[config.mk]
export PLATFORM = sky130hd
export DESIGN_NAME = fmc_d_ctrl
export DESIGN_NICKNAME = d
export VERILOG_FILES = /design/src/rtl/fmc_d_ctrl.sv
export SDC_FILE = /design/constraint.sdc
export NUM_CORES = 1
export LEC_CHECK = 0
export ABC_AREA = 0
export BUFFER_PORTS_ARGS = -buffer_cell sky130_fd_sc_hd__buf_2
export CORE_ASPECT_RATIO = 0.75
export CORE_UTILIZATION = 50
export CTS_BUF_LIST = sky130_fd_sc_hd__clkbuf_4 sky130_fd_sc_hd__clkbuf_8
export CTS_CLUSTER_SIZE = 10
export DETAILED_ROUTE_END_ITERATION = 16
export GPL_TIMING_DRIVEN = 0
export PLACE_DENSITY_LB_ADDON = 0.2
export SETUP_SLACK_MARGIN = 0.3
export SKIP_CTS_REPAIR_TIMING = 1
export SYNTH_ARGS = -nofsm -noshare
export SYNTH_HDL_FRONTEND = slang
export SYNTH_SLANG_ARGS = --single-unit
[constraint.sdc]
create_clock -name clk -period 2.1 [get_ports clk]
set_clock_uncertainty 0.2 [all_clocks]
set_input_delay 0.21 -clock clk [delete_from_list [all_inputs] [get_ports clk]]
set_output_delay 0.21 -clock clk [all_outputs]
set_load 0.05 [all_outputs]
[src/rtl/fmc_d_ctrl.sv]
// FMC D-port slave sequencer: address latch, write-beat assembly, read turnaround, tristate ownership.
// Latency: first data beat DATA_LATENCY clocks after the address-latch edge; sys_wr_en one clock after the hi beat.
// Backpressure: none by default (late read data drives zeros and sets err_latency); FMC_D_CTRL_NWAIT_EN stalls the host via fmc_nwait.
module fmc_d_ctrl #(
  parameter int BUS_WIDTH    = 16,
  parameter int DATA_LATENCY = 3
) (
  input  logic                   clk,
  input  logic                   reset_n,
  input  logic                   fmc_ne,
  input  logic                   fmc_nl,
  input  logic                   fmc_nwe,
  input  logic [BUS_WIDTH-1:0]   buf_ro,
  output logic [BUS_WIDTH-1:0]   buf_di,
  output logic                   buf_t,
  output logic [BUS_WIDTH-1:0]   sys_addr,
  output logic                   sys_wr_en,
  output logic [2*BUS_WIDTH-1:0] sys_wr_data,
  output logic                   sys_rd_en,
  input  logic [2*BUS_WIDTH-1:0] sys_rd_data,
  input  logic                   sys_rd_ack,
  output logic                   err_latency,
  input  logic                   err_clr
`ifdef FMC_D_CTRL_NWAIT_EN
  ,
  output logic                   fmc_nwait
`endif
);

  localparam int DW = 2 * BUS_WIDTH;
  localparam logic [3:0] LAT_LOAD = 4'(DATA_LATENCY - 1);

  typedef enum logic [2:0] {
    ST_IDLE, ST_LAT, ST_WR_LO, ST_WR_HI, ST_RD_LO, ST_RD_HI, ST_WAIT
  } state_t;

  state_t         state_q, state_d;
  logic [3:0]     cnt_q, cnt_d;
  logic           dir_q, dir_d;          // 1 = read
  logic           got_q, got_d;          // first ack of this read already captured
  logic [DW-1:0]  rd_buf_q, rd_buf_d;
  logic [BUS_WIDTH-1:0] wr_lo_q, wr_lo_d;
  logic           buf_t_q, buf_t_d;
  logic [BUS_WIDTH-1:0] buf_di_q, buf_di_d;
  logic [BUS_WIDTH-1:0] sys_addr_q, sys_addr_d;
  logic           sys_wr_en_q, sys_wr_en_d;
  logic [DW-1:0]  sys_wr_data_q, sys_wr_data_d;
  logic           sys_rd_en_q, sys_rd_en_d;
  logic           err_q, err_d;
  logic           err_set;
  logic [DW-1:0]  rd_now;
`ifdef FMC_D_CTRL_NWAIT_EN
  logic           nwait_q, nwait_d;
`endif

  // Next-state and registered-output logic; abort on fmc_ne overrides everything below the case.
  always_comb begin
    state_d       = state_q;
    cnt_d         = cnt_q;
    dir_d         = dir_q;
    got_d         = got_q;
    rd_buf_d      = rd_buf_q;
    wr_lo_d       = wr_lo_q;
    buf_t_d       = buf_t_q;
    buf_di_d      = buf_di_q;
    sys_addr_d    = sys_addr_q;
    sys_wr_en_d   = 1'b0;
    sys_wr_data_d = sys_wr_data_q;
    sys_rd_en_d   = 1'b0;
    err_set       = 1'b0;
`ifdef FMC_D_CTRL_NWAIT_EN
    nwait_d       = nwait_q;
`endif
    // Data for the turnaround edge: first captured ack wins, an ack on this very edge is bypassed in.
    rd_now = got_q ? rd_buf_q : (sys_rd_ack ? sys_rd_data : '0);

    case (state_q)
      ST_IDLE: begin
        buf_t_d  = 1'b1;
        buf_di_d = '0;
        if (!fmc_ne && !fmc_nl) begin
          sys_addr_d  = buf_ro;
          dir_d       = fmc_nwe;
          cnt_d       = LAT_LOAD;
          got_d       = 1'b0;
          rd_buf_d    = '0;
          sys_rd_en_d = fmc_nwe;
          state_d     = ST_LAT;
        end
      end
      ST_LAT: begin
        if (dir_q && sys_rd_ack && !got_q) begin
          rd_buf_d = sys_rd_data;
          got_d    = 1'b1;
        end
        if (cnt_q == 4'd0) begin
          if (dir_q) begin
`ifdef FMC_D_CTRL_NWAIT_EN
            if (!got_q && !sys_rd_ack) begin
              nwait_d = 1'b0;
              state_d = ST_WAIT;
            end else begin
              rd_buf_d = rd_now;
              buf_t_d  = 1'b0;
              buf_di_d = rd_now[BUS_WIDTH-1:0];
              state_d  = ST_RD_LO;
            end
`else
            err_set  = !got_q && !sys_rd_ack;
            rd_buf_d = rd_now;
            buf_t_d  = 1'b0;
            buf_di_d = rd_now[BUS_WIDTH-1:0];
            state_d  = ST_RD_LO;
`endif
          end else begin
            state_d = ST_WR_LO;
          end
        end else begin
          cnt_d = cnt_q - 4'd1;
        end
      end
      ST_WR_LO: begin
        wr_lo_d = buf_ro;
        state_d = ST_WR_HI;
      end
      ST_WR_HI: begin
        sys_wr_en_d   = 1'b1;
        sys_wr_data_d = {buf_ro, wr_lo_q};
        state_d       = ST_IDLE;
      end
      ST_RD_LO: begin
        buf_di_d = rd_buf_q[DW-1:BUS_WIDTH];
        state_d  = ST_RD_HI;
      end
      ST_RD_HI: begin
        buf_t_d  = 1'b1;
        buf_di_d = '0;
        state_d  = ST_IDLE;
      end
`ifdef FMC_D_CTRL_NWAIT_EN
      ST_WAIT: begin
        if (sys_rd_ack) begin
          rd_buf_d = sys_rd_data;
          buf_t_d  = 1'b0;
          buf_di_d = sys_rd_data[BUS_WIDTH-1:0];
          nwait_d  = 1'b1;
          state_d  = ST_RD_LO;
        end
      end
`endif
      default: state_d = ST_IDLE;
    endcase

    if (state_q != ST_IDLE && fmc_ne) begin
      state_d     = ST_IDLE;
      buf_t_d     = 1'b1;
      buf_di_d    = '0;
      sys_wr_en_d = 1'b0;
      err_set     = 1'b0;
`ifdef FMC_D_CTRL_NWAIT_EN
      nwait_d     = 1'b1;
`endif
    end

    // Set has priority over a coincident clear.
    err_d = err_set | (err_q & ~err_clr);
  end

  // State and output registers; reset releases the pins immediately.
  always_ff @(posedge clk or negedge reset_n) begin
    if (!reset_n) begin
      state_q       <= ST_IDLE;
      cnt_q         <= '0;
      dir_q         <= 1'b0;
      got_q         <= 1'b0;
      rd_buf_q      <= '0;
      wr_lo_q       <= '0;
      buf_t_q       <= 1'b1;
      buf_di_q      <= '0;
      sys_addr_q    <= '0;
      sys_wr_en_q   <= 1'b0;
      sys_wr_data_q <= '0;
      sys_rd_en_q   <= 1'b0;
      err_q         <= 1'b0;
`ifdef FMC_D_CTRL_NWAIT_EN
      nwait_q       <= 1'b1;
`endif
    end else begin
      state_q       <= state_d;
      cnt_q         <= cnt_d;
      dir_q         <= dir_d;
      got_q         <= got_d;
      rd_buf_q      <= rd_buf_d;
      wr_lo_q       <= wr_lo_d;
      buf_t_q       <= buf_t_d;
      buf_di_q      <= buf_di_d;
      sys_addr_q    <= sys_addr_d;
      sys_wr_en_q   <= sys_wr_en_d;
      sys_wr_data_q <= sys_wr_data_d;
      sys_rd_en_q   <= sys_rd_en_d;
      err_q         <= err_d;
`ifdef FMC_D_CTRL_NWAIT_EN
      nwait_q       <= nwait_d;
`endif
    end
  end

  assign buf_t       = buf_t_q;
  assign buf_di      = buf_di_q;
  assign sys_addr    = sys_addr_q;
  assign sys_wr_en   = sys_wr_en_q;
  assign sys_wr_data = sys_wr_data_q;
  assign sys_rd_en   = sys_rd_en_q;
  assign err_latency = err_q;
`ifdef FMC_D_CTRL_NWAIT_EN
  assign fmc_nwait   = nwait_q;
`endif

endmodule

== Word level (Yosys, flattened, before mapping) ==
Cells that the tools add are included.
Widths: inputs -> output; s select.
Word-level totals
  flip-flop bits (word level): 125
  logic and storage cells: 88
  output and inout bits: 68
  input port bits: 55
Cells by class
  reductions and logical operators: 24
  add/subtract/negate cells: 1
  muxes and demuxes: 34
  equality and inequality tests: 12
  bitwise operators: 3
Operators with widths (count)
  $mux 32: 6
  $pmux 32 s2: 1
  $mux 16: 3
  $pmux 16 s3: 1
  $reduce_and 3->1: 5
  $mux 1: 13
  $mux 3: 4
  $pmux 3 s4: 1
  $ne 3x3->1 const B: 3
  $mux 4: 2
  $pmux 4 s2: 1
  $eq 3x2->1 const B: 2
  $eq 3x3->1 const B: 2
  $ne 2x2->1 const B: 3
  $reduce_and 2->1: 3
  $reduce_bool 3->1: 2
  $logic_and 1x1->1: 5
  $logic_not 1->1: 4
  $logic_not 4->1: 1
  $ne 4x4->1 const B: 1
  $pmux 1 s2: 2
  $reduce_bool 4->1: 1
  $sub 4x1->4 const B: 1
  $eq 3x1->1 const B: 1
  other kinds (6): 6

== Depth between registers and ports, before layout ==
  depth in word-level cells: 7
  depth in mapped cells: 7
  mapped depth without buffers: 6

== Worst setup path before layout ==
OpenSTA, ideal clock, no wires.
  path kind: register to register
  from: register cnt_q[0]
  to: register rd_buf_q[26]
  library setup time: 0.119 ns
  cell stages (with the launch flop): 8
  buffers on the path: 1
  data required time: 1.781 ns
  data arrival time: 1.735 ns
  period minus slack after synthesis: 2.054 ns
  slack: 0.046 ns
  cells stage by stage: dfrtp_1 > inv_1 > ha_1 > nor4b_2 > o311ai_4 > buf_6 > mux2i_1 > nor2_2
Between the ends
  longest elaborated chain between the ends: 3
  elaborated cells on any way between the ends: 5
  classes of those cells: eq/ne (1); mux (2); reduce/logical (2)
RTL lines
  from (decl): RTL line 38  | logic [3:0] cnt_q, cnt_d;
  from (signal assigned): RTL line 190  | cnt_q <= cnt_d;
  $logic_not 4->1 *: RTL line 96  | if (cnt_q == 4'd0) begin
  $ne 4x4->1 (no line) or $mux 32 (tied branches)
  $reduce_and 3->1 (no line) or $pmux 32 s2 (tied branches)
  to (signal assigned): RTL line 193  | rd_buf_q <= rd_buf_d;
  to (decl): RTL line 41  | logic [DW-1:0] rd_buf_q, rd_buf_d;
Mark *: on every way between the ends. The rest lies on a longest branch, timed or not.
A chain may end at the register's enable or synchronous reset.

== Worst setup path after layout ==
  from: register cnt_q[0]
  to: register rd_buf_q[9]
Between the ends
  longest elaborated chain between the ends: 3
RTL lines
  $logic_not 4->1: RTL line 96
  $mux 32: RTL line 96
  $pmux 32 s2: RTL line 77  | case (state_q)
Every way passes these cells.

==> results.py <==
metrics = {
    "status": {
        "outcome": "finished clean",
    },
    "yosys": {
        "syn_area_per_cell_um2": 12.2,
        "synth_compound_area_share_pct": 12.7,
        "ys_warn_count": 0,
        "async_flop_share_pct": 100,
        "synth_top_family_by_area": "compound AO/OA/AOI/OAI gates",
        "synthXorXnorAreaFrac_pct": 0.332,
        "ys_seq_elements": 125,
        "syn_area_mm2": 0.00527,
        "synth_common_cells": "dfrtp_1 (124), nand2_1 (66), mux2_2 (45)",
        "synth-simple-area-share_pct": 11.6,
        "yosysUniqueCellTypes": 46,
        "netlist_instances": 431,
        "synth_top_area_share_pct": 58.9,
        "syn_nets": 488,
        "synth_edf_count": 0,
        "synth_mux_area_share_pct": 12.5,
        "yosys-top-cells-area": "dfrtp_1 (59%), mux2_2 (9.6%), a22o_1 (5.3%)",
        "synth-main-ff-cell": "dfrtp_1",
        "synth.largest_area_cell": "dfrtp_1",
        "yosysSeqAreaShare_pct": 59.4,
        "synth.most_common_cell": "dfrtp_1",
        "synth-adder-area-share_pct": 0.475,
    },
    "final_layout": {
        "seq_area_mm2": 0.00313,
        "drive_above_1_share_pct": 43.3,
        "multi_input_area_mm2": 0.00216,
        "nets": 707,
        "fillCellCount": 736,
        "antennaDiodeCount": 0,
        "area_delta_synth_final_pct": 42.3,
    },
    "drt": {
        "wirelength_um": 13900,
        "drt_pass1_iterations": 5,
        "wl_per_cell_um": 17.4,
        "initialDrtViolationCount": 225,
        "drc_errors": 0,
        "drtAntennaViolNets": 0,
        "vias_per_cell": 5.39,
        "dr_total_vias": 4297,
    },
    "clock_tree": {
        "cts-buffers-inserted": 17,
        "cts_tree": "built",
        "htree_levels": 4,
        "cts_sinks": 125,
        "cts.path.max_buffers": 2,
        "clk_latency_ns": 0.43,
        "root_buffer": "clkbuf_8",
        "clk_pin_slew_worst_paths_ns": 0.07,
    },
    "flow_run": {
        "max_cap_violations": 0,
    },
    "power": {
        "comb_power_share_pct": 42.1,
        "ir_worst_vdd_mv": 0.860,
        "power_per_cell_area_mw_per_mm2": 1330,
        "p_int_mw": 5.95,
        "swShare_pct": 40.5,
        "clock_power_share_pct": 20.8,
        "p_leak_nw": 3.78,
        "p_sw_mw": 4.05,
        "p_seq_share_pct": 37.1,
    },
    "timing": {
        "min_period_over_period_pct": 95.1,
        "worst_pin_slew_ns": 0.534,
        "rsz0062_at_grt": "true",
        "hold_slack_ns": 0.00898,
        "fin_setup_tns_ns": 0,
        "maxSlewViolCount": 0,
        "fmax_ghz": 0.501,
        "hold_viol_final": 0,
        "slew_headroom_pct": 64.4,
        "fin_crit_ns": 2.00,
        "setup_viol_count_final": 0,
    },
    "global_routing": {
        "grt_pass1_wl_um": 20200,
        "antenna_found_initial": 0,
        "overflow": 0,
        "grt_pass1_vias": 3933,
        "grt_max_degree": 82,
        "grt_usage_pct": 24.3,
    },
    "critical_path": {
        "max_stage_delay_ns": 0.41,
        "reg2reg_depth": 7,
        "arrival_ns": 2.11,
        "crit_chain": "inv_2 > ha_4 > or3b_4 > nand2b_4 > a31oi_4 > buf_6 > a22o_1",
        "cp.required_ns": 2.22,
        "endpoint_kind": "register",
        "path_depth": 7,
        "slowest_stage": "dfrtp_1",
        "startpoint_type": "register",
        "crit_path_max_fanout": 7,
        "crit_type": "reg -> reg",
        "crit_buf_inv": 2,
        "crit_family": "simple AND/OR/NAND/NOR gates",
    },
    "min_path": {
        "holdPathStages": 3,
        "hold_path_class": "in -> reg",
    },
    "die": {
        "dieArea_mm2": 0.0110,
        "ioPinCount": 123,
        "rows": 32,
        "dieWidth_um": 121,
        "design.core.area_mm2": 0.0102,
        "initial_core_util_pct": 51.4,
        "die_h_um": 90.9,
    },
    "place": {
        "io_buffer_count": 121,
        "place_congestion": 0.798,
        "dp_hpwl_um": 8630,
    },
}
-- registers in the layout (all words and copies together), names as in the netlist --
name,cells
buf_di,16
buf_t,1
cnt_q,4
dir_q,1
err_latency,1
got_q,1
rd_buf_q,32
state_q,3
sys_addr,16
sys_rd_en,1
sys_wr_data,32
sys_wr_en,1
wr_lo_q,16
-- metrics by stage --
step           worst slack (ns)  total power, mW  std cells  cell area (um^2)  utilization, %
5_1_grt                  0.0484             10.5        797              7500            73.2
3_3_place_gp             -0.929             7.16        688              6060            59.2
6_report                  0.104             10.0        797              7500            73.2
2_1_floorplan             0.142             6.35        431              5290               -
3_5_place_dp             -0.146             7.30        689              6100            59.5
4_1_cts                  -0.158             9.39        719              6490            63.3
-- per-layer routing --
metal	part of all wire [%]	vias to the layer above	routed length (um)	global-route usage (%)
met5	0	-	0	0
met4	2.0	0	281	8.44
met3	5.1	27	710	5.62
met2	47	126	6540	36.4
met1	46	2179	6360	34.8
li1	-	1965	-	-
-- area by class of cell --
cell class | instances | area share, %
Inverter | 5 | 0.250
Multi-Input combinational cell | 276 | 28.7
Timing Repair Buffer | 200 | 19.0
Clock buffer | 23 | 4.05
Clock inverter | 7 | 1.17
Buffer | 25 | 2.78
Tap cell | 136 | 2.27
Sequential cell | 125 | 41.8
-- worst reg2reg max path, cell delays in order (launching register included) --
cell and delay, ns:
dfrtp_1 0.41, inv_2 0.10, ha_4 0.17, or3b_4 0.41, nand2b_4 0.09, a31oi_4 0.14, buf_6 0.19, a22o_1 0.19
-- cells in the final DEF, fill, tap and decap left out, types with 3 or more instances in the layout --
master | Yosys | final
buf_2 | 17 | 124
dfrtp_1 | 124 | 121
nand2_1 | 66 | 64
dlygate4sd3_1 | 0 | 52
mux2_2 | 45 | 45
a22o_1 | 32 | 32
buf_4 | 0 | 22
nor2_1 | 23 | 21
clkbuf_8 | 0 | 21
o21ai_0 | 21 | 20
a22oi_1 | 16 | 16
buf_6 | 3 | 13
mux2i_1 | 12 | 12
nor2_2 | 8 | 7
clkbuf_4 | 0 | 6
clkinv_2 | 0 | 4
inv_1 | 5 | 3
nor4b_4 | 1 | 3
nor2_4 | 0 | 3
a21oi_1 | 4 | 3
nand2b_1 | 4 | 3
buf_8 | 0 | 3
mux2_1 | 3 | 3
dfrtp_2 | 0 | 3
-- cells by family (layout without fill, tap and decap cells) --
logic type | count (synthesis) | in the layout
buf+inv | 30 | 260
simple gates | 124 | 124
fa+ha+maj | 2 | 2
flops | 125 | 125
mux | 60 | 60
xor+xnor | 2 | 2
compound gates | 88 | 88
-- final timing paths --
| check | from | end | slack (ns) |
|---|---|---|---|
| setup / recovery | cnt_q[0] | rd_buf_q[9] | 0.10 |
| hold / removal | fmc_ne | state_q[1] | 0.009 |
| setup reg to reg | cnt_q[0] | rd_buf_q[9] | 0.10 |
| hold reg to reg | sys_addr[4] | sys_addr[4] | 0.28 |
| max in group asynchronous | reset_n | cnt_q[2] | 0.87 |
| min in group asynchronous | reset_n | buf_di[5] | 0.06 |
-- power by group through the flow --
stage	sequential [mW]	combinational, mW	clock [mW]
2_1_floorplan	4.96	1.38	0
5_1_grt	3.81	4.46	2.23
3_3_place_gp	3.65	3.51	0
4_1_cts	3.67	3.61	2.11
3_5_place_dp	3.70	3.60	0
6_report	3.71	4.21	2.08
No activity file was read; power rests on OpenSTA's default activity.
